[src/rtl/pipeline_trace_if.sv]
// Fetch-side and retirement-side signals of the pipeline trace tracker.
// The master modport is the tracker. The slave modport is the fetch source and the trace consumer.
interface pipeline_trace_if #(
    parameter int unsigned NUM_STAGES = 5,
    parameter int unsigned PC_W       = 16,
    parameter int unsigned INSTR_W    = 16,
    parameter int unsigned CNT_W      = 4,
    parameter int unsigned TS_W       = 32
);
    logic                        fetch_valid;
    logic [PC_W-1:0]             fetch_pc;
    logic [INSTR_W-1:0]          fetch_instr;
    logic                        fetch_accept;
    logic                        ret_valid;
    logic                        ret_ready;
    logic [PC_W-1:0]             ret_pc;
    logic [INSTR_W-1:0]          ret_instr;
    logic [TS_W-1:0]             ret_cycle;
    logic [NUM_STAGES*CNT_W-1:0] ret_stalls;

    modport master (
        input  fetch_valid, fetch_pc, fetch_instr, ret_ready,
        output fetch_accept, ret_valid, ret_pc, ret_instr, ret_cycle, ret_stalls
    );

    modport slave (
        output fetch_valid, fetch_pc, fetch_instr, ret_ready,
        input  fetch_accept, ret_valid, ret_pc, ret_instr, ret_cycle, ret_stalls
    );
endinterface

[src/rtl/pipeline_trace_tracker.sv]
// Shadows an N-stage pipeline from its stall/flush vectors and tags every instruction with its PC, its encoding and a stall count for each stage.
// Each retired instruction produces one record, which is queued in a first-word-fall-through FIFO.
module pipeline_trace_tracker #(
    parameter int unsigned NUM_STAGES = 5,
    parameter int unsigned PC_W       = 16,
    parameter int unsigned INSTR_W    = 16,
    parameter int unsigned CNT_W      = 4,
    parameter int unsigned TS_W       = 32,
    parameter int unsigned FIFO_DEPTH = 4
) (
    input  logic                  clk,
    input  logic                  rst_n,
    pipeline_trace_if.master      trk,
    input  logic [NUM_STAGES-1:0] stall,
    input  logic [NUM_STAGES-1:0] flush,
    output logic [NUM_STAGES-1:0] stage_valid,
    output logic [15:0]           flush_cnt,
    output logic [15:0]           drop_cnt,
    output logic                  overflow
);
    localparam int unsigned AW = $clog2(FIFO_DEPTH);
    localparam int unsigned SW = NUM_STAGES * CNT_W;
    localparam logic [AW:0] PTR_ONE = (AW+1)'(1);

    typedef struct packed {
        logic [PC_W-1:0]    pc;
        logic [INSTR_W-1:0] instr;
        logic [TS_W-1:0]    cyc;
        logic [SW-1:0]      stalls;
    } rec_t;

    logic [NUM_STAGES-1:0] hold;
    logic [NUM_STAGES-1:0] valid_q, valid_d, src_valid;
    logic [PC_W-1:0]       pc_q [NUM_STAGES];
    logic [PC_W-1:0]       pc_d [NUM_STAGES];
    logic [PC_W-1:0]       src_pc [NUM_STAGES];
    logic [INSTR_W-1:0]    instr_q [NUM_STAGES];
    logic [INSTR_W-1:0]    instr_d [NUM_STAGES];
    logic [INSTR_W-1:0]    src_instr [NUM_STAGES];
    logic [SW-1:0]         cnt_q [NUM_STAGES];
    logic [SW-1:0]         cnt_d [NUM_STAGES];
    logic [SW-1:0]         src_cnt [NUM_STAGES];
    logic [TS_W-1:0]       cyc_q, cyc_d;
    logic [15:0]           flush_cnt_q, flush_cnt_d, drop_cnt_q, drop_cnt_d;
    logic                  overflow_q, overflow_d;
    logic [16:0]           fsum;
    rec_t                  mem_q [FIFO_DEPTH];
    rec_t                  new_rec, head;
    logic [AW:0]           wptr_q, wptr_d, rptr_q, rptr_d;
    logic                  retire, full, empty, pop, push, drop;

    // A stalled stage also freezes every stage in front of it.
    always_comb begin
        hold = '0;
        for (int unsigned k = 0; k < NUM_STAGES; k++) begin
            hold[k] = |(stall >> k);
        end
    end

    always_comb begin
        src_valid[0] = trk.fetch_valid;
        src_pc[0]    = trk.fetch_pc;
        src_instr[0] = trk.fetch_instr;
        src_cnt[0]   = '0;
        for (int unsigned k = 1; k < NUM_STAGES; k++) begin
            src_valid[k] = valid_q[k-1] & ~hold[k-1] & ~flush[k-1];
            src_pc[k]    = pc_q[k-1];
            src_instr[k] = instr_q[k-1];
            src_cnt[k]   = cnt_q[k-1];
        end
    end

    always_comb begin
        valid_d = valid_q;
        fsum    = {1'b0, flush_cnt_q};
        for (int unsigned k = 0; k < NUM_STAGES; k++) begin
            pc_d[k]    = pc_q[k];
            instr_d[k] = instr_q[k];
            cnt_d[k]   = cnt_q[k];
            if (flush[k]) begin
                valid_d[k] = 1'b0;
                if (valid_q[k]) fsum = fsum + 17'd1;
            end else if (hold[k]) begin
                if (valid_q[k] && cnt_q[k][k*CNT_W +: CNT_W] != '1)
                    cnt_d[k][k*CNT_W +: CNT_W] = cnt_q[k][k*CNT_W +: CNT_W] + CNT_W'(1);
            end else begin
                valid_d[k] = src_valid[k];
                pc_d[k]    = src_pc[k];
                instr_d[k] = src_instr[k];
                cnt_d[k]   = src_cnt[k];
            end
        end
        flush_cnt_d = fsum[16] ? 16'hFFFF : fsum[15:0];
    end

    // The pointers carry one extra wrap bit, which separates the full state from the empty state.
    assign retire = valid_q[NUM_STAGES-1] & ~flush[NUM_STAGES-1] & ~hold[NUM_STAGES-1];
    assign empty  = (wptr_q == rptr_q);
    assign full   = (wptr_q[AW] != rptr_q[AW]) && (wptr_q[AW-1:0] == rptr_q[AW-1:0]);
    assign pop    = ~empty & trk.ret_ready;
    assign push   = retire & (~full | pop);
    assign drop   = retire & full & ~pop;

    always_comb begin
        new_rec    = '{pc: pc_q[NUM_STAGES-1], instr: instr_q[NUM_STAGES-1],
                       cyc: cyc_q, stalls: cnt_q[NUM_STAGES-1]};
        wptr_d     = push ? wptr_q + PTR_ONE : wptr_q;
        rptr_d     = pop ? rptr_q + PTR_ONE : rptr_q;
        drop_cnt_d = (drop && drop_cnt_q != 16'hFFFF) ? drop_cnt_q + 16'd1 : drop_cnt_q;
        overflow_d = overflow_q | drop;
        cyc_d      = cyc_q + TS_W'(1);
    end

    always_ff @(posedge clk) begin
        if (!rst_n) begin
            valid_q     <= '0;
            cyc_q       <= '0;
            flush_cnt_q <= '0;
            drop_cnt_q  <= '0;
            overflow_q  <= 1'b0;
            wptr_q      <= '0;
            rptr_q      <= '0;
        end else begin
            valid_q     <= valid_d;
            cyc_q       <= cyc_d;
            flush_cnt_q <= flush_cnt_d;
            drop_cnt_q  <= drop_cnt_d;
            overflow_q  <= overflow_d;
            wptr_q      <= wptr_d;
            rptr_q      <= rptr_d;
        end
    end

    // Payload is only observed behind a valid bit or a non-empty FIFO.
    always_ff @(posedge clk) begin
        for (int unsigned k = 0; k < NUM_STAGES; k++) begin
            pc_q[k]    <= pc_d[k];
            instr_q[k] <= instr_d[k];
            cnt_q[k]   <= cnt_d[k];
        end
        if (push) mem_q[wptr_q[AW-1:0]] <= new_rec;
    end

    assign head             = mem_q[rptr_q[AW-1:0]];
    assign trk.fetch_accept = ~hold[0];
    assign trk.ret_valid    = ~empty;
    assign trk.ret_pc       = empty ? '0 : head.pc;
    assign trk.ret_instr    = empty ? '0 : head.instr;
    assign trk.ret_cycle    = empty ? '0 : head.cyc;
    assign trk.ret_stalls   = empty ? '0 : head.stalls;
    assign stage_valid      = valid_q;
    assign flush_cnt        = flush_cnt_q;
    assign drop_cnt         = drop_cnt_q;
    assign overflow         = overflow_q;
endmodule

[src/flat_wrapper.sv]
// flat-port wrapper written by rule: the top's interface ports become plain ports
module pipeline_trace_tracker_flat 
#(
    parameter int unsigned NUM_STAGES = 5,
    parameter int unsigned PC_W       = 16,
    parameter int unsigned INSTR_W    = 16,
    parameter int unsigned CNT_W      = 4,
    parameter int unsigned TS_W       = 32,
    parameter int unsigned FIFO_DEPTH = 4
)
  (clk, rst_n, stall, flush, stage_valid, flush_cnt, drop_cnt, overflow, trk_fetch_valid, trk_fetch_pc, trk_fetch_instr, trk_ret_ready, trk_fetch_accept, trk_ret_valid, trk_ret_pc, trk_ret_instr, trk_ret_cycle, trk_ret_stalls);
  pipeline_trace_if #(.NUM_STAGES(NUM_STAGES), .PC_W(PC_W), .INSTR_W(INSTR_W), .CNT_W(CNT_W), .TS_W(TS_W)) trk_i ();
  input  logic clk;
  input  logic rst_n;
  input  logic [NUM_STAGES-1:0] stall;
  input  logic [NUM_STAGES-1:0] flush;
  output logic [NUM_STAGES-1:0] stage_valid;
  output logic [15:0] flush_cnt;
  output logic [15:0] drop_cnt;
  output logic overflow;
  input wire logic [$bits(trk_i.fetch_valid)-1:0] trk_fetch_valid;
  input wire logic [$bits(trk_i.fetch_pc)-1:0] trk_fetch_pc;
  input wire logic [$bits(trk_i.fetch_instr)-1:0] trk_fetch_instr;
  input wire logic [$bits(trk_i.ret_ready)-1:0] trk_ret_ready;
  output wire logic [$bits(trk_i.fetch_accept)-1:0] trk_fetch_accept;
  output wire logic [$bits(trk_i.ret_valid)-1:0] trk_ret_valid;
  output wire logic [$bits(trk_i.ret_pc)-1:0] trk_ret_pc;
  output wire logic [$bits(trk_i.ret_instr)-1:0] trk_ret_instr;
  output wire logic [$bits(trk_i.ret_cycle)-1:0] trk_ret_cycle;
  output wire logic [$bits(trk_i.ret_stalls)-1:0] trk_ret_stalls;
  assign trk_i.fetch_valid = trk_fetch_valid;
  assign trk_i.fetch_pc = trk_fetch_pc;
  assign trk_i.fetch_instr = trk_fetch_instr;
  assign trk_i.ret_ready = trk_ret_ready;
  assign trk_fetch_accept = trk_i.fetch_accept;
  assign trk_ret_valid = trk_i.ret_valid;
  assign trk_ret_pc = trk_i.ret_pc;
  assign trk_ret_instr = trk_i.ret_instr;
  assign trk_ret_cycle = trk_i.ret_cycle;
  assign trk_ret_stalls = trk_i.ret_stalls;
  pipeline_trace_tracker #(.NUM_STAGES(NUM_STAGES), .PC_W(PC_W), .INSTR_W(INSTR_W), .CNT_W(CNT_W), .TS_W(TS_W), .FIFO_DEPTH(FIFO_DEPTH)) u_core (.clk(clk), .rst_n(rst_n), .trk(trk_i), .stall(stall), .flush(flush), .stage_valid(stage_valid), .flush_cnt(flush_cnt), .drop_cnt(drop_cnt), .overflow(overflow));
endmodule
[config.mk]
export PLATFORM = sky130hd
export DESIGN_NAME = pipeline_trace_tracker_flat
export DESIGN_NICKNAME = d
export VERILOG_FILES = /design/src/rtl/pipeline_trace_if.sv /design/src/rtl/pipeline_trace_tracker.sv /design/src/flat_wrapper.sv
export SDC_FILE = /design/constraint.sdc
export NUM_CORES = 1
export LEC_CHECK = 0
export CAP_MARGIN = 20
export CORE_MARGIN = 1.5
export CORE_UTILIZATION = 30
export CTS_BUF_LIST = sky130_fd_sc_hd__clkbuf_8 sky130_fd_sc_hd__clkbuf_16
export DETAILED_ROUTE_END_ITERATION = 7
export PLACE_DENSITY = 0.6
export SYNTH_ARGS = -nofsm -noshare
export SYNTH_HDL_FRONTEND = slang
export SYNTH_SLANG_ARGS = --single-unit
[constraint.sdc]
create_clock -name clk -period 6.4 [get_ports clk]
set_clock_uncertainty 0.05 [all_clocks]
set_input_delay 0.96 -clock clk [delete_from_list [all_inputs] [get_ports clk]]
set_output_delay 0.96 -clock clk [all_outputs]
set_load 0.005 [all_outputs]
==> results of run 1 <==
[cells by family (layout without fill, tap and decap cells)]
kind of cell,Yosys count,count (layout),synth area share
xor+xnor,112,112,0.04058
mux,95,95,0.08016
simple gates,445,445,0.09664
compound gates,112,112,0.03319
fa+ha+maj,17,17,0.008485
flops,634,634,0.7284
buf+inv,70,322,0.01258
other cells,0,1,0
[worst max-delay path, delay by kind of cell]
kind	cells	cell delay, ns
AOI/OAI and AO/OA	8	2.16
and+or+nand+nor	6	1.70
adders and majority gates	2	0.55
buffers and inverters	1	0.52
xor gates and xnor gates	1	0.19
[synth_stat cells (all sizes together), types with 15 or more instances]
| cell | count |
|---|---|
| nor2b | 89 |
| nor4 | 15 |
| dfxtp | 78 |
| clkbuf | 36 |
| ha | 17 |
| nor2 | 102 |
| a21oi | 24 |
| xnor2 | 55 |
| buf | 22 |
| and3 | 18 |
| nor3 | 26 |
| edfxtp | 556 |
| mux4 | 84 |
| xor2 | 55 |
| and2 | 21 |
| o31a | 20 |
| nand4 | 20 |
| nand2 | 55 |
| nand3 | 53 |
[flip-flops by register name, summed over array words and instances, names as in the netlist, named ones only]
register	count
u_core.mem_q	336
u_core.instr_q	80
u_core.pc_q	80
u_core.cnt_q	60
u_core.cyc_q	32
u_core.drop_cnt	16
u_core.flush_cnt	16
u_core.stage_valid	5
u_core.rptr_q	3
u_core.wptr_q	3
u_core.overflow	1
[metal layers]
metal	share of wire	wire length, um	global-route usage
met1	0.43	22470	0.1530
met5	0	0	0
met2	0.50	26350	0.2131
met3	0.043	2222	0.02535
met4	0.023	1175	0.04167
[path summary, 6_finish.rpt]
| kind | end | start | depth (start not counted) |
|---|---|---|---|
| worst max-delay path | u_core.flush_cnt[3] | flush[0] | 18 |
| worst min register to register | u_core.pc_q[0][79] | u_core.pc_q[0][63] | 0 |
| worst max register to register | u_core.flush_cnt[3] | u_core.flush_cnt[0] | 18 |
| worst min-delay path | u_core.pc_q[0][79] | u_core.pc_q[0][63] | 0 |
[layout make-up]
class / instances / area, um2
fill: 7619 / 52230
clock buffer: 71 / 1743
sequential: 634 / 18270
timing repair buffer: 190 / 1874
clock inverter: 49 / 331.6
inverter: 12 / 45.04
antenna: 1 / 2.502
multi-input combinational: 781 / 6541
tap: 1070 / 1339
[stage by stage]
stage	power [uW]	instances	area, um2
CTS	8292	2806	30130
global placement	4664	2686	28060
global route	8448	2808	30140
detailed placement	4668	2686	28060
finish	8174	2808	30140
floorplan	4610	1485	25070
[power breakdown]
part | switching [uW] | internal [uW] | leakage, uW | total, uW
registers | 14.7 | 4480 | 0.00570 | 4490
logic | 49.6 | 33.7 | 0.00263 | 83.3
clock network | 1570 | 2030 | 0.00105 | 3600
total | 1630 | 6540 | 0.00938 | 8170
[cells in the final DEF, fill, tap and decap left out, drive strengths merged, types with 5 or more instances in the layout]
cell and count:
edfxtp 556, clkdlybuf4s50 169, nor2 102, nor2b 89, mux4 84, dfxtp 78
clkbuf 71, nand2 55, xor2 55, xnor2 55, nand3 53, inv 29
clkinv 27, nor3 26, a21oi 24, buf 21, and2 21, nand4 20
o31a 20, and3 18, ha 17, nor4 15, o21ai 12, nand2b 9
or3 8, nor3b 7, mux2 6, mux2i 5, o22ai 5, or2 5
and4 5
==> impl_metrics.yaml, run 1 <==
outcome:
  status: "finished, final reports clean"
yosys:
  yosysUniqueCellTypes: 80
  yosysSeqAreaShare: 0.7284
  async_flop_share: 0
  yosys_warnings: 0
  netlist_instances: 1485
  synth_edf_count: 556
  synth_area_um2: 25070
  synth_top_cell_by_area: "edfxtp_1"
  synthFlopType: "edfxtp_1"
  synth_area_per_cell_um2: 16.88
  synth_nets: 1548
  ys_top_cells_by_area: "edfxtp_1 67%, mux4_2 7.5%, dfxtp_1 6.2%"
  yosysTopAreaCellShare: 0.6661
  ys_ff_latch: 634
drt:
  dr_total_vias: 13140
  wl_um: 52220
  drc: 0
  firstDrtPassIters: 5
  wl_per_cell_um: 18.60
  via_per_inst: 4.679
  ant_nets: 0
  first_iter_violations: 679
sta:
  rsz0062_at_grt: "false"
  fin_crit_ns: 5.609
  drv_slew: 0
  hold_slack_ns: 0.3595
  worstMarginPinSlew_ns: 1.014
  fin_setup_tns_ns: 0
  worst_slack_ns: 0.7906
  finalHoldViolations: 0
  relSlewSlack: 0.3219
  setup_viol: 0
  fmax_ghz: 0.1783
  finalCritPeriodShare: 0.8765
worst_hold_path:
  hold_path.class: "reg2reg"
setup_path:
  path_common_cell: "ha_1"
  critPathMaxFanout: 15
  path_cells: "clkdlybuf4s50_1 > nand2_1 > xnor2_1 > ha_1 > and3b_1 > a31oi_1 > ha_1 > nand3_1 > a2111oi_2 > o221ai_1 > a21oi_1 > o22ai_1 > or4_1 > o21a_1 > or2_4 > nor4_4 > o211a_4 > o31a_1"
  cp.required_ns: 6.89
  crit_slowest_cell: "or4_1"
  crit_type: "in2reg"
  rrSetupSlack_ns: 0.90
  crit_path_max_incr_delay_ns: 0.61
  critPathCaptureType: "register"
  cp-start-kind: "primary input"
  cp_data_arrival_time_ns: 6.10
clocking:
  cts_sinks: 634
  root_buffer: "clkbuf_16"
  holdBufCountCts: 0
  cts_tree: "built"
  clkTransAtPathRegs_ns: 0.06
  post_cts_resized: 0
  cts_htree_levels: 3
  insertion_delay_ns: 0.60
  cts_setup_buffers: 0
  max-clock-path-buffers: 3
  numCtsBuffers: 67
placement:
  dp_hpwl_um: 32670
  gp_congestion: 0.8241
  place_ws_ns: 0.2175
  io_buffers: 169
global_routing:
  grt_pass1_wl_um: 80650
  grt_antenna_before_repair: 1
  gr-total-overflow: 0
  grt_usage: 0.1232
  grt_max_degree: 60
  grt_pass1_vias: 13850
floorplan:
  ios: 170
  row_count: 105
  die_w_um: 292.1
  fp.dieH_um: 292.1
  initial_core_util: 0.3043
  fp.dieArea_um2: 85300
  core_area_um2: 82370
final_layout:
  drive_above_1_share: 0.1364
  finalNetCount: 1749
  areaGrowthSynthToFinish_pct: 20.25
  utilization: 0.3659
job:
  drv_cap: 0
power:
  p_per_area_nw_per_um2: 271.2
  vdd_drop_max_mv: 0.1657
  leakage_uw: 0.009380
No activity file was read; power rests on OpenSTA's default activity.
==> inputs of run 2 (changes only) <==
--- a/config.mk
+++ b/config.mk
@@ -10,6 +10,7 @@
 export CORE_UTILIZATION = 30
 export CTS_BUF_LIST = sky130_fd_sc_hd__clkbuf_8 sky130_fd_sc_hd__clkbuf_16
 export DETAILED_ROUTE_END_ITERATION = 7
+export GPL_TIMING_DRIVEN = 0
 export PLACE_DENSITY = 0.6
 export SYNTH_ARGS = -nofsm -noshare
 export SYNTH_HDL_FRONTEND = slang
==> run 2 against run 1 <==
Design area increased by 1.9%. Clock power is 11% higher. Sequential share of layout area decreased by 1.2 points.
==> impl_metrics.yaml, run 2 (synthesized netlist as in run 1, its figures left out) <==
sta:
  fin_crit_ns: 5.580
  setup_viol: 0
  relSlewSlack: 0.3511
  worstMarginPinSlew_ns: 0.9734
  rsz0062_at_grt: "false"
  drv_slew: 0
  finalHoldViolations: 0
  finalCritPeriodShare: 0.8719
  fmax_ghz: 0.1792
clocking:
  cts_htree_levels: 3
  cts_setup_buffers: 0
  numCtsBuffers: 69
  post_cts_resized: 0
  max-clock-path-buffers: 3
  insertion_delay_ns: 0.60
  holdBufCountCts: 0
  cts_tree: "built"
  clkTransAtPathRegs_ns: 0.06
  root_buffer: "clkbuf_16"
  cts_sinks: 634
final_layout:
  finalNetCount: 1803
  largest_reg_flops: 336
  layout_common_cells: "556 x edfxtp_1, 167 x clkdlybuf4s50_1, 99 x nor2_1"
  filler_cell_count: 7547
  areaGrowthSynthToFinish_pct: 22.58
  diodes: 0
  drive_above_1_share: 0.1391
  mostFrequentLayoutCell: "edfxtp_1"
  final_cell_area_um2: 30730
job:
  drv_cap: 0
worst_hold_path:
  min_path_cells: 0
  hold_path.class: "reg2reg"
setup_path:
  cp_data_arrival_time_ns: 6.06
  endpoint: "u_core.flush_cnt[2]"
  crit_type: "reg2reg"
  critPathCaptureType: "register"
  worstReg2RegEnd: "u_core.flush_cnt[2]"
  reg2regPathDepth: 19
  critPathMaxFanout: 10
  rrSetupSlack_ns: 0.82
  crit-reg2reg-launch: "u_core.flush_cnt[1]"
  cp.required_ns: 6.88
  cp-start-kind: "register"
  critPathLaunch: "u_core.flush_cnt[1]"
global_routing:
  grt_max_degree: 52
  gr-total-overflow: 0
  grt_antenna_before_repair: 0
  grt_usage: 0.1252
  gr-usage-met2: 0.2177
  grt_pass1_vias: 13930
  grt_pass1_wl_um: 82100
  grt-busiest-layer: "met2"
  use_met1: 0.1553
  grt_use_met3: 0.02702
power:
  power_frac_clock: 0.466
  total_power_uw: 8588
  vdd_drop_max_mv: 0.1608
  seqPwrFrac: 0.523
  switching_power_uw: 1689
  leakage_uw: 0.009629
  p_int_uw: 6899
  p_per_area_nw_per_um2: 279.5
  p_comb_frac: 0.010
  swShare: 0.1967
floorplan:
  ios: 170
  fp.dieH_um: 292.1
  initial_core_util: 0.3043
  die_w_um: 292.1
  fp.dieArea_um2: 85300
  core_area_um2: 82370
  row_count: 105
drt:
  first_iter_violations: 752
  wl_um: 53080
  wl_per_cell_um: 18.52
  ant_nets: 0
  drc: 0
  firstDrtPassIters: 5
  dr_total_vias: 13340
  via_per_inst: 4.651
placement:
  dp_hpwl_um: 35230
  dpl_cell_area_um2: 28410
  io_buffers: 167
  gp_congestion: 0.8628
outcome:
  status: "finished, final reports clean"
run 2: cell types whose count changed in the layout (fill, tap and decap cells not counted), moves of 3 or more:
cell,before,now
clkbuf_1,0,36
buf_4,19,4
buf_1,0,12
buf_6,0,10
bufinv_16,1,9
buf_16,0,5
clkinv_1,16,11
buf_2,0,3
buf_8,0,3
clkbuf_8,3,0
inv_1,25,28
run 2: worst min path at each step:
| stage | start | to | slack [ns] |
|---|---|---|---|
| 2_1_floorplan | u_core.cnt_q[0][20] | u_core.cnt_q[0][40] | 0.35 |
| 3_3_place_gp | u_core.pc_q[0][9] | u_core.pc_q[0][25] | 0.35 |
| 3_5_place_dp | u_core.cnt_q[0][41] | u_core.cnt_q[0][61] | 0.35 |
| 4_1_cts | u_core.pc_q[0][63] | u_core.pc_q[0][79] | 0.36 |
| 5_1_grt | u_core.pc_q[0][63] | u_core.pc_q[0][79] | 0.36 |
| 6_report | u_core.pc_q[0][50] | u_core.pc_q[0][66] | 0.35 |
run 2: stage by stage:
stage	hold WS (ns)	util	worst slack (ns)	std cells	TNS, ns
after global placement	0.3511	0.3409	-4.746	2722	-1705.56
after detailed placement	0.3545	0.3449	0.3479	2739	0
after CTS	0.3588	0.3730	0.8480	2867	0
after floorplan	0.3503	-	0.2755	1485	0
after global routing	0.3600	0.3730	0.5105	2867	0
final	0.3549	0.3730	0.8196	2867	0
run 2: critical path, cell delays in order (launching register included):
cell	delay [ns]
dfxtp_1	0.53
ha_1	0.32
nand3_1	0.13
nand2_1	0.07
ha_1	0.29
and3b_1	0.17
a31oi_1	0.18
ha_1	0.23
nand3_1	0.13
a2111oi_2	0.46
o221ai_1	0.21
a21oi_1	0.43
o22ai_1	0.22
or4_1	0.62
o21a_1	0.22
or2_4	0.27
nor4_4	0.36
o211a_4	0.27
buf_8	0.15
o31a_1	0.20
run 2: layout make-up:
type | count | area, um2 | area share
flip-flops and latches | 634 | 18260 | 0.5942
well taps | 1070 | 1339 | 0.04357
inverters | 12 | 45.04 | 0.001466
clock buffers | 70 | 1752 | 0.05701
multi-input cells | 781 | 6536 | 0.2127
clock inverters | 58 | 565.5 | 0.01841
plain buffers | 58 | 270.3 | 0.008795
repair buffers | 184 | 1962 | 0.06385
run 2: routing by layer:
metal  part of all wire  up-vias
met1               0.43     6739
met3              0.049       67
li1                   -     6257
met2               0.51      272
met5                  0        -
met4              0.019        0
run 2: power groups by stage:
stage               Sequential, uW  Clock (uW)  Combinational, uW
floorplan                     4580           0               31.2
global placement              4590           0               83.0
detailed placement            4580           0               92.5
CTS                           4490        4120               92.7
global route                  4500        4290               98.2
finish                        4500        4000               89.9
